--- config.mk ---
export PLATFORM = sky130hd
export DESIGN_NAME = video_line_sequencer
export DESIGN_NICKNAME = d
export VERILOG_FILES = /design/src/rtl/video_pkg.sv /design/src/rtl/video_line_packer.sv /design/src/rtl/video_line_sequencer.sv
export SDC_FILE = /design/constraint.sdc
export NUM_CORES = 1
export LEC_CHECK = 0
export ABC_CLOCK_PERIOD_IN_PS = 2700
export CORE_MARGIN = 4
export CORE_UTILIZATION = 45
export CTS_CLUSTER_SIZE = 8
export DETAILED_ROUTE_END_ITERATION = 16
export PLACE_DENSITY = 0.75
export SYNTH_ARGS = -nofsm -noshare
export SYNTH_HDL_FRONTEND = slang
export SYNTH_SLANG_ARGS = --single-unit
--- constraint.sdc ---
create_clock -name video_clk -period 2.7 [get_ports video_clk]
set_clock_uncertainty 0.2 [all_clocks]
set_input_delay 0.405 -clock video_clk [delete_from_list [all_inputs] [get_ports video_clk]]
set_output_delay 0.405 -clock video_clk [all_outputs]
set_load 0.05 [all_outputs]
--- src/rtl/video_pkg.sv ---
`default_nettype none
// ============================================================================
//  Module      : video_pkg
//  Description : Shared types and default frame geometry for the video line
//                sequencer and the digit recognizer it feeds.
//  Revision    : 1.0 - initial release
// ============================================================================
package video_pkg;

  // Row sequencer states
  typedef enum logic [2:0] {
    IDLE  = 3'd0,
    FILL  = 3'd1,
    ISSUE = 3'd2,
    SCAN  = 3'd3,
    DONE  = 3'd4
  } state_t;

  // Frame geometry shared with the recognizer so line widths cannot diverge
  localparam int c_WE_DEFAULT = 180;
  localparam int c_HE_DEFAULT = 240;

endpackage
`default_nettype wire

--- src/rtl/video_line_packer.sv ---
`default_nettype none
// ============================================================================
//  Module      : video_line_packer
//  Description : Serial-to-parallel row buffer. Owns the pixel accept logic,
//                the column counter and the row-complete flag. o_row_next is
//                the buffer contents including the pixel accepted this cycle,
//                so a row can be issued on the same edge that stores its
//                last pixel.
//  Revision    : 1.0 - initial release
// ============================================================================
module video_line_packer
  import video_pkg::*;
#(
  parameter int WE = c_WE_DEFAULT
) (
  input  logic          clk,
  input  logic          rst,
  input  logic          i_pix,
  input  logic          i_valid,
  input  logic          i_sof,
  input  logic          i_intake_en,  // current state allows intake
  input  logic          i_collect,    // store non-SOF pixels (low in IDLE)
  input  logic          i_clr,        // row consumed: reset column and full flag
  output logic          o_ready,
  output logic          o_restart,    // accepted pixel carries SOF
  output logic          o_last,       // accepted pixel completes the row
  output logic          o_full,
  output logic [WE-1:0] o_row_next
);

  localparam int            c_COL_W    = (WE > 1) ? $clog2(WE) : 1;
  localparam logic [c_COL_W-1:0] c_COL_LAST = c_COL_W'(WE - 1);

  logic [c_COL_W-1:0] r_col;
  logic [WE-1:0]      r_row;
  logic               r_full;
  logic               w_accept;
  logic               w_store;

  // A completed row blocks intake until it has been issued
  assign o_ready   = i_intake_en & ~r_full;
  assign w_accept  = i_valid & o_ready;
  assign o_restart = w_accept & i_sof;
  assign w_store   = w_accept & ~i_sof & i_collect;
  assign o_last    = w_store & (r_col == c_COL_LAST);
  assign o_full    = r_full;

  // Merge the pixel being accepted into the buffered row
  always_comb begin
    o_row_next = r_row;
    if (o_restart) begin
      o_row_next[0] = i_pix;
    end else if (w_store) begin
      o_row_next[r_col] = i_pix;
    end
  end

  // Row buffer, column counter and row-complete flag
  always_ff @(posedge clk) begin
    if (rst) begin
      r_row  <= '0;
      r_col  <= '0;
      r_full <= 1'b0;
    end else begin
      r_row <= o_row_next;
      if (i_clr) begin
        r_col  <= '0;
        r_full <= 1'b0;
      end else if (o_restart) begin
        r_col  <= c_COL_W'(1);
        r_full <= 1'b0;
      end else if (w_store) begin
        if (r_col == c_COL_LAST) begin
          r_col  <= '0;
          r_full <= 1'b1;
        end else begin
          r_col <= r_col + 1'b1;
        end
      end
    end
  end

endmodule
`default_nettype wire

--- src/rtl/video_line_sequencer.sv ---
`default_nettype none
// ============================================================================
//  Module      : video_line_sequencer
//  Description : Packs a serial binarized pixel stream into rows and issues
//                them (current + previous row, row index) to the recognizer
//                with a line_clk strobe, holding each row for a full column
//                scan. Signals frame_done once per frame.
//                Optional macro VIDEO_LINE_DBUF_EN lets the next row fill
//                during the scan window.
//  Revision    : 1.0 - initial release
// ============================================================================
module video_line_sequencer
  import video_pkg::*;
#(
  parameter int DATA_WIDTH  = 8,
  parameter int WE          = c_WE_DEFAULT,
  parameter int HE          = c_HE_DEFAULT,
  parameter int SCAN_CYCLES = WE + 2
) (
  input  logic                  video_clk,
  input  logic                  rst,
  input  logic                  pix_in,
  input  logic                  pix_valid,
  input  logic                  pix_sof,
  output logic                  pix_ready,
  output logic                  line_clk,
  output logic [WE-1:0]         line1,
  output logic [WE-1:0]         line2,
  output logic [DATA_WIDTH-1:0] h,
  output logic                  frame_done,
  output logic                  busy,
  output logic                  err_sof
);

`ifdef VIDEO_LINE_DBUF_EN
  localparam bit c_DBUF = 1'b1;
`else
  localparam bit c_DBUF = 1'b0;
`endif
  localparam int                    c_SCAN_W    = $clog2(SCAN_CYCLES + 1);
  localparam logic [c_SCAN_W-1:0]   c_SCAN_LAST = c_SCAN_W'(SCAN_CYCLES - 1);
  localparam logic [DATA_WIDTH-1:0] c_ROW_LAST  = DATA_WIDTH'(HE - 1);

  state_t                r_state;
  state_t                w_state_nxt;
  logic [c_SCAN_W-1:0]   r_scan;
  logic [DATA_WIDTH-1:0] r_row;
  logic [DATA_WIDTH-1:0] w_row_d;
  logic [WE-1:0]         r_line1;
  logic [WE-1:0]         r_line2;
  logic [DATA_WIDTH-1:0] r_h;
  logic                  r_line_clk;
  logic                  r_frame_done;
  logic                  r_busy;
  logic                  r_err_sof;
  logic                  w_intake_en;
  logic                  w_restart;
  logic                  w_last;
  logic                  w_full;
  logic                  w_expire;
  logic                  w_h_last;
  logic [WE-1:0]         w_row_next;

  // Intake is open in IDLE/FILL, and in SCAN when double buffering
  assign w_intake_en = ~rst & ((r_state == IDLE) || (r_state == FILL) ||
                               (c_DBUF && (r_state == SCAN)));

  video_line_packer #(
    .WE (WE)
  ) u_packer (
    .clk         (video_clk),
    .rst         (rst),
    .i_pix       (pix_in),
    .i_valid     (pix_valid),
    .i_sof       (pix_sof),
    .i_intake_en (w_intake_en),
    .i_collect   (r_state != IDLE),
    .i_clr       ((r_state == ISSUE) || (r_state == DONE)),
    .o_ready     (pix_ready),
    .o_restart   (w_restart),
    .o_last      (w_last),
    .o_full      (w_full),
    .o_row_next  (w_row_next)
  );

  assign w_expire = (r_state == SCAN) && (r_scan == c_SCAN_LAST);
  assign w_h_last = (r_h == c_ROW_LAST);
  assign w_row_d  = w_restart               ? '0 :
                    (w_expire && !w_h_last) ? r_row + 1'b1 : r_row;

  // Next-state logic
  always_comb begin
    w_state_nxt = r_state;
    case (r_state)
      IDLE:  if (w_restart) w_state_nxt = FILL;
      FILL:  if (w_last) w_state_nxt = ISSUE;
      ISSUE: w_state_nxt = SCAN;
      SCAN: begin
        if (w_restart) begin
          w_state_nxt = FILL;
        end else if (w_expire) begin
          if (w_h_last)              w_state_nxt = DONE;
          else if (w_full || w_last) w_state_nxt = ISSUE;
          else                       w_state_nxt = FILL;
        end
      end
      DONE:    w_state_nxt = IDLE;
      default: w_state_nxt = IDLE;
    endcase
  end

  // State register
  always_ff @(posedge video_clk) begin
    if (rst) r_state <= IDLE;
    else     r_state <= w_state_nxt;
  end

  // Row counter and scan-window counter
  always_ff @(posedge video_clk) begin
    if (rst) begin
      r_row  <= '0;
      r_scan <= '0;
    end else begin
      r_row  <= w_row_d;
      r_scan <= (r_state == SCAN) ? r_scan + 1'b1 : '0;
    end
  end

  // Output registers: strobes follow the next state, row data loads entering ISSUE
  always_ff @(posedge video_clk) begin
    if (rst) begin
      r_line1      <= '0;
      r_line2      <= '0;
      r_h          <= '0;
      r_line_clk   <= 1'b0;
      r_frame_done <= 1'b0;
      r_busy       <= 1'b0;
      r_err_sof    <= 1'b0;
    end else begin
      r_line_clk   <= (w_state_nxt == ISSUE);
      r_frame_done <= (w_state_nxt == DONE);
      r_busy       <= (w_state_nxt != IDLE);
      r_err_sof    <= w_restart && (r_state != IDLE);
      if (w_restart) begin
        r_line1 <= '0;
      end else if (w_state_nxt == ISSUE) begin
        r_line2 <= r_line1;
        r_line1 <= w_row_next;
        r_h     <= w_row_d;
      end
    end
  end

  assign line_clk   = r_line_clk;
  assign line1      = r_line1;
  assign line2      = r_line2;
  assign h          = r_h;
  assign frame_done = r_frame_done;
  assign busy       = r_busy;
  assign err_sof    = r_err_sof;

endmodule
`default_nettype wire

==> impl_results.md <==
* Adder-Cell Fraction of Synth Area at 0.408%
* CTS H-Tree Depth at 3
* DRC violations left at 0
* Commonest cells after routing, fill and taps aside: dfxtp_1 (576), nand2_1 (491), nor2_1 (409), clkdlybuf4s50_1 (374), a21oi_1 (216)
* Routability Congestion at 0.827
* Synth area leader: dfxtp_1
* Worst hold path depth at 3
* Top FF cell, synth: dfxtp_1
* Total track usage at 22.9%
* Max cap viols at 0
* Port Buffers at 377
* R2R Setup Slk at 140 ps
* Total CTS buffers at 82
* Critical path class: flip-flop to flip-flop
* Setup violators final at 0
* Worst slew pin tran at 1090 ps
* Max Root-Sink Buffers at 3
* Hold Crit Start: pix_in
* Tcrit/Tclk final at 94.9%
* Main combinational cell family by area after synthesis: simple AND/OR/NAND/NOR gates
* Max-slew headroom at 27.3%
* Total congestion overflow at 0
* Post-Syn Area per Cell at 8.76 um^2
* Antenna-violating nets left at 0
* Final Max Tran Viols at 0
* Root buf cell: clkbuf_16
* FFs w/ async S/R, synth at 0%
* Crit-path slowest cell: or4b_2
* CTS tree: built
* P&R area growth vs syn at 32.5%
* Post-DR wirelength/cell at 17.8 um
* RSZ-0062 raised after global routing: false
* Max stage delay on crit path at 680 ps
* CP required at 3020 ps
* Flops & latches, synth at 580
* Fin Hold WS at 186 ps
* Routed wire length at 60800 um
* Placed insts at 3318
* Initial Utilization at 45.8%
* Synth Area in Simple Gates at 20.1%
* Layout cells sized above 1 at 8.17%
* Critical Path Sink Type: flip-flop
* Fmax at 390 MHz
* # rows at 79
* Final Cell Area at 28400 um^2
* Die height at 226 um
* Post-route worst setup slack at 137 ps
* Cell Pwr Density at 632 nW/um^2
* Yosys cell types at 55
* Final nets at 2808
* Post-DP Area at 26200 um^2
* Post-synthesis sequential area ratio at 54.1%
* CP Max Fanout at 9
* Synth Area in Compound Gates at 12.0%
* Max VDD drop at 0.506 mV
* EDFF count, synth at 0
* HPWL after DPL at 40300 um
* Sink Count at 580
* Post-Syn Nets at 2460
* Crit-path cells: buf_4 -> or4b_2 -> nor2_1 -> nand2_1 -> mux2i_1 -> a211oi_1
* DRT iter0 DRCs at 1141
* Pin count of the biggest net entering global routing at 218
* IO Pins at 378
* TritonRoute pass-1 iters at 6
* Leading cell type in the layout, fill and taps excluded: dfxtp_1
* Synth Instances at 2448
* Leakage at 0.0102 uW
* Hold Path Class: primary input to flip-flop
* WP data arrival at 2880 ps
* FF-to-FF Start: u_packer.r_col[7]
* Core ar. at 46900 um^2
* Post-Syn Area at 21500 um^2
* Vias per cell at 5.35
* Worst-path clk slew at 50 ps
* Final min period at 2560 ps
* Via count at 18.2k
* Critical R2R Capture: line1[130]
* Multiplexer share of the synthesized area at 8.49%
* End of the worst hold path: u_packer.r_row[131]
* Xor/xnor share of the synthesized area at 0.776%
* Die area at 51200 um^2
* Final core utilization at 60.7%
* Setup WS pre-CTS at -183 ps
* Synth area leaders: dfxtp_1 (54%), nand2_1 (8.6%), mux2i_1 (8.5%)
* Antenna cell count at 0
* Finished Layout Cells at 3409
* Antenna violations before repair at 0
* Synthesis Warnings at 0
* Hold Fails Final Rpt at 0
* Critical Path Source Type: flip-flop
* Share of the synthesized area in the top cell type at 54.1%
* Die W at 226 um
* First-pass GRT wire length at 95900 um
* Worst skew pair latency at 610 ps
* Status: finished, final reports clean
* R2R cell count at 6
* Vias in the first global route at 17.9k
synthesized netlist by cell type, types with 2 or more instances:
master and n:
o31ai_1 5, o21bai_2 2, inv_1 4, nor2b_1 2
buf_2 73, or2_2 5, nor3_2 14, ha_1 7
buf_6 2, nand3b_1 12, dfxtp_1 580, xnor2_1 8
nand3_1 12, nor3_1 30, o21bai_1 2, buf_1 5
or3_1 10, nand4b_1 5, a31oi_1 3, o21ai_0 41
a21oi_1 216, nand4bb_1 4, xor2_1 11, mux2i_1 182
nor2_1 410, nor4_1 2, and4b_1 2, or4b_2 4
nand2_1 491, a211oi_1 145, a21oi_2 4, nand2b_1 4
nand4_1 7, and4_1 2, clkbuf_1 122
where the power goes:
group          internal, uW  switching, uW
registers              8590           5.27
logic                  78.3            250
clock network          5540           3490
registers in the layout (all words and copies together) (netlist names):
name	flops
busy	1
err_sof	1
frame_done	1
h	8
line1	180
line2	180
line_clk	1
r_row	8
r_scan	8
r_state	3
u_packer.o_full	1
u_packer.r_col	8
u_packer.r_row	180
how the worst max path moves through the flow:
stage	start	end	slack, ps	cells after the start
floorplan	r_state[1]	line1[108]	370	8
global placement	pix_valid	line1[42]	-50	8
detailed placement	pix_valid	line1[77]	-180	8
CTS	u_packer.o_full	pix_ready	20	4
global route	u_packer.r_col[5]	line1[77]	10	8
finish	u_packer.r_col[7]	line1[130]	140	6
critical path: cells and delay by family (launching register included):
family / cells / cell delay [ps]
compound gates: 1 / 260
flops: 1 / 480
buf+inv: 1 / 200
simple gates: 3 / 1160
mux: 1 / 160
area by class of cell:
cell class / count / area (um^2)
Fill cell: 3944 / 18400
Multi-Input combinational cell: 1661 / 9020
Inverter: 4 / 15.0
Tap cell: 607 / 759
Clock inverter: 6 / 92.6
Timing Repair Buffer: 467 / 4830
Sequential cell: 580 / 11600
Clock buffer: 84 / 2100
metal layers:
metal	global-route usage, %	wire length [um]	vias up
met3	5.37	3730	129
met2	39.7	29900	544
met5	0	0	-
met1	28.3	25400	8707
met4	7.62	1710	0
li1	-	-	8848
through the flow:
stage	TNS, ps	power (uW)
3_3_place_gp	-1780	9080
3_5_place_dp	-20870	9080
4_1_cts	0	18100
5_1_grt	0	18500
6_report	0	18000
2_1_floorplan	0	8960
what timing repair did:
| action | CTS | global route |
|---|---|---|
| resized for setup | 0 | 7 |
| hold buffers | 1 | 0 |
| setup buffers | 0 | 0 |
| endpoints found under the hold margin | 12 | 0 |
| endpoints found under the setup margin | 0 | 5 |
cell families after synthesis:
logic type                 Yosys count
xor gates and xnor gates            19
adders and majority gates            7
DFF                                580
AOI/OAI and AO/OA                  425
muxes                              182
and+or+nand+nor                   1028
buffers and inverters              207
(Power assumes the default switching activity.)
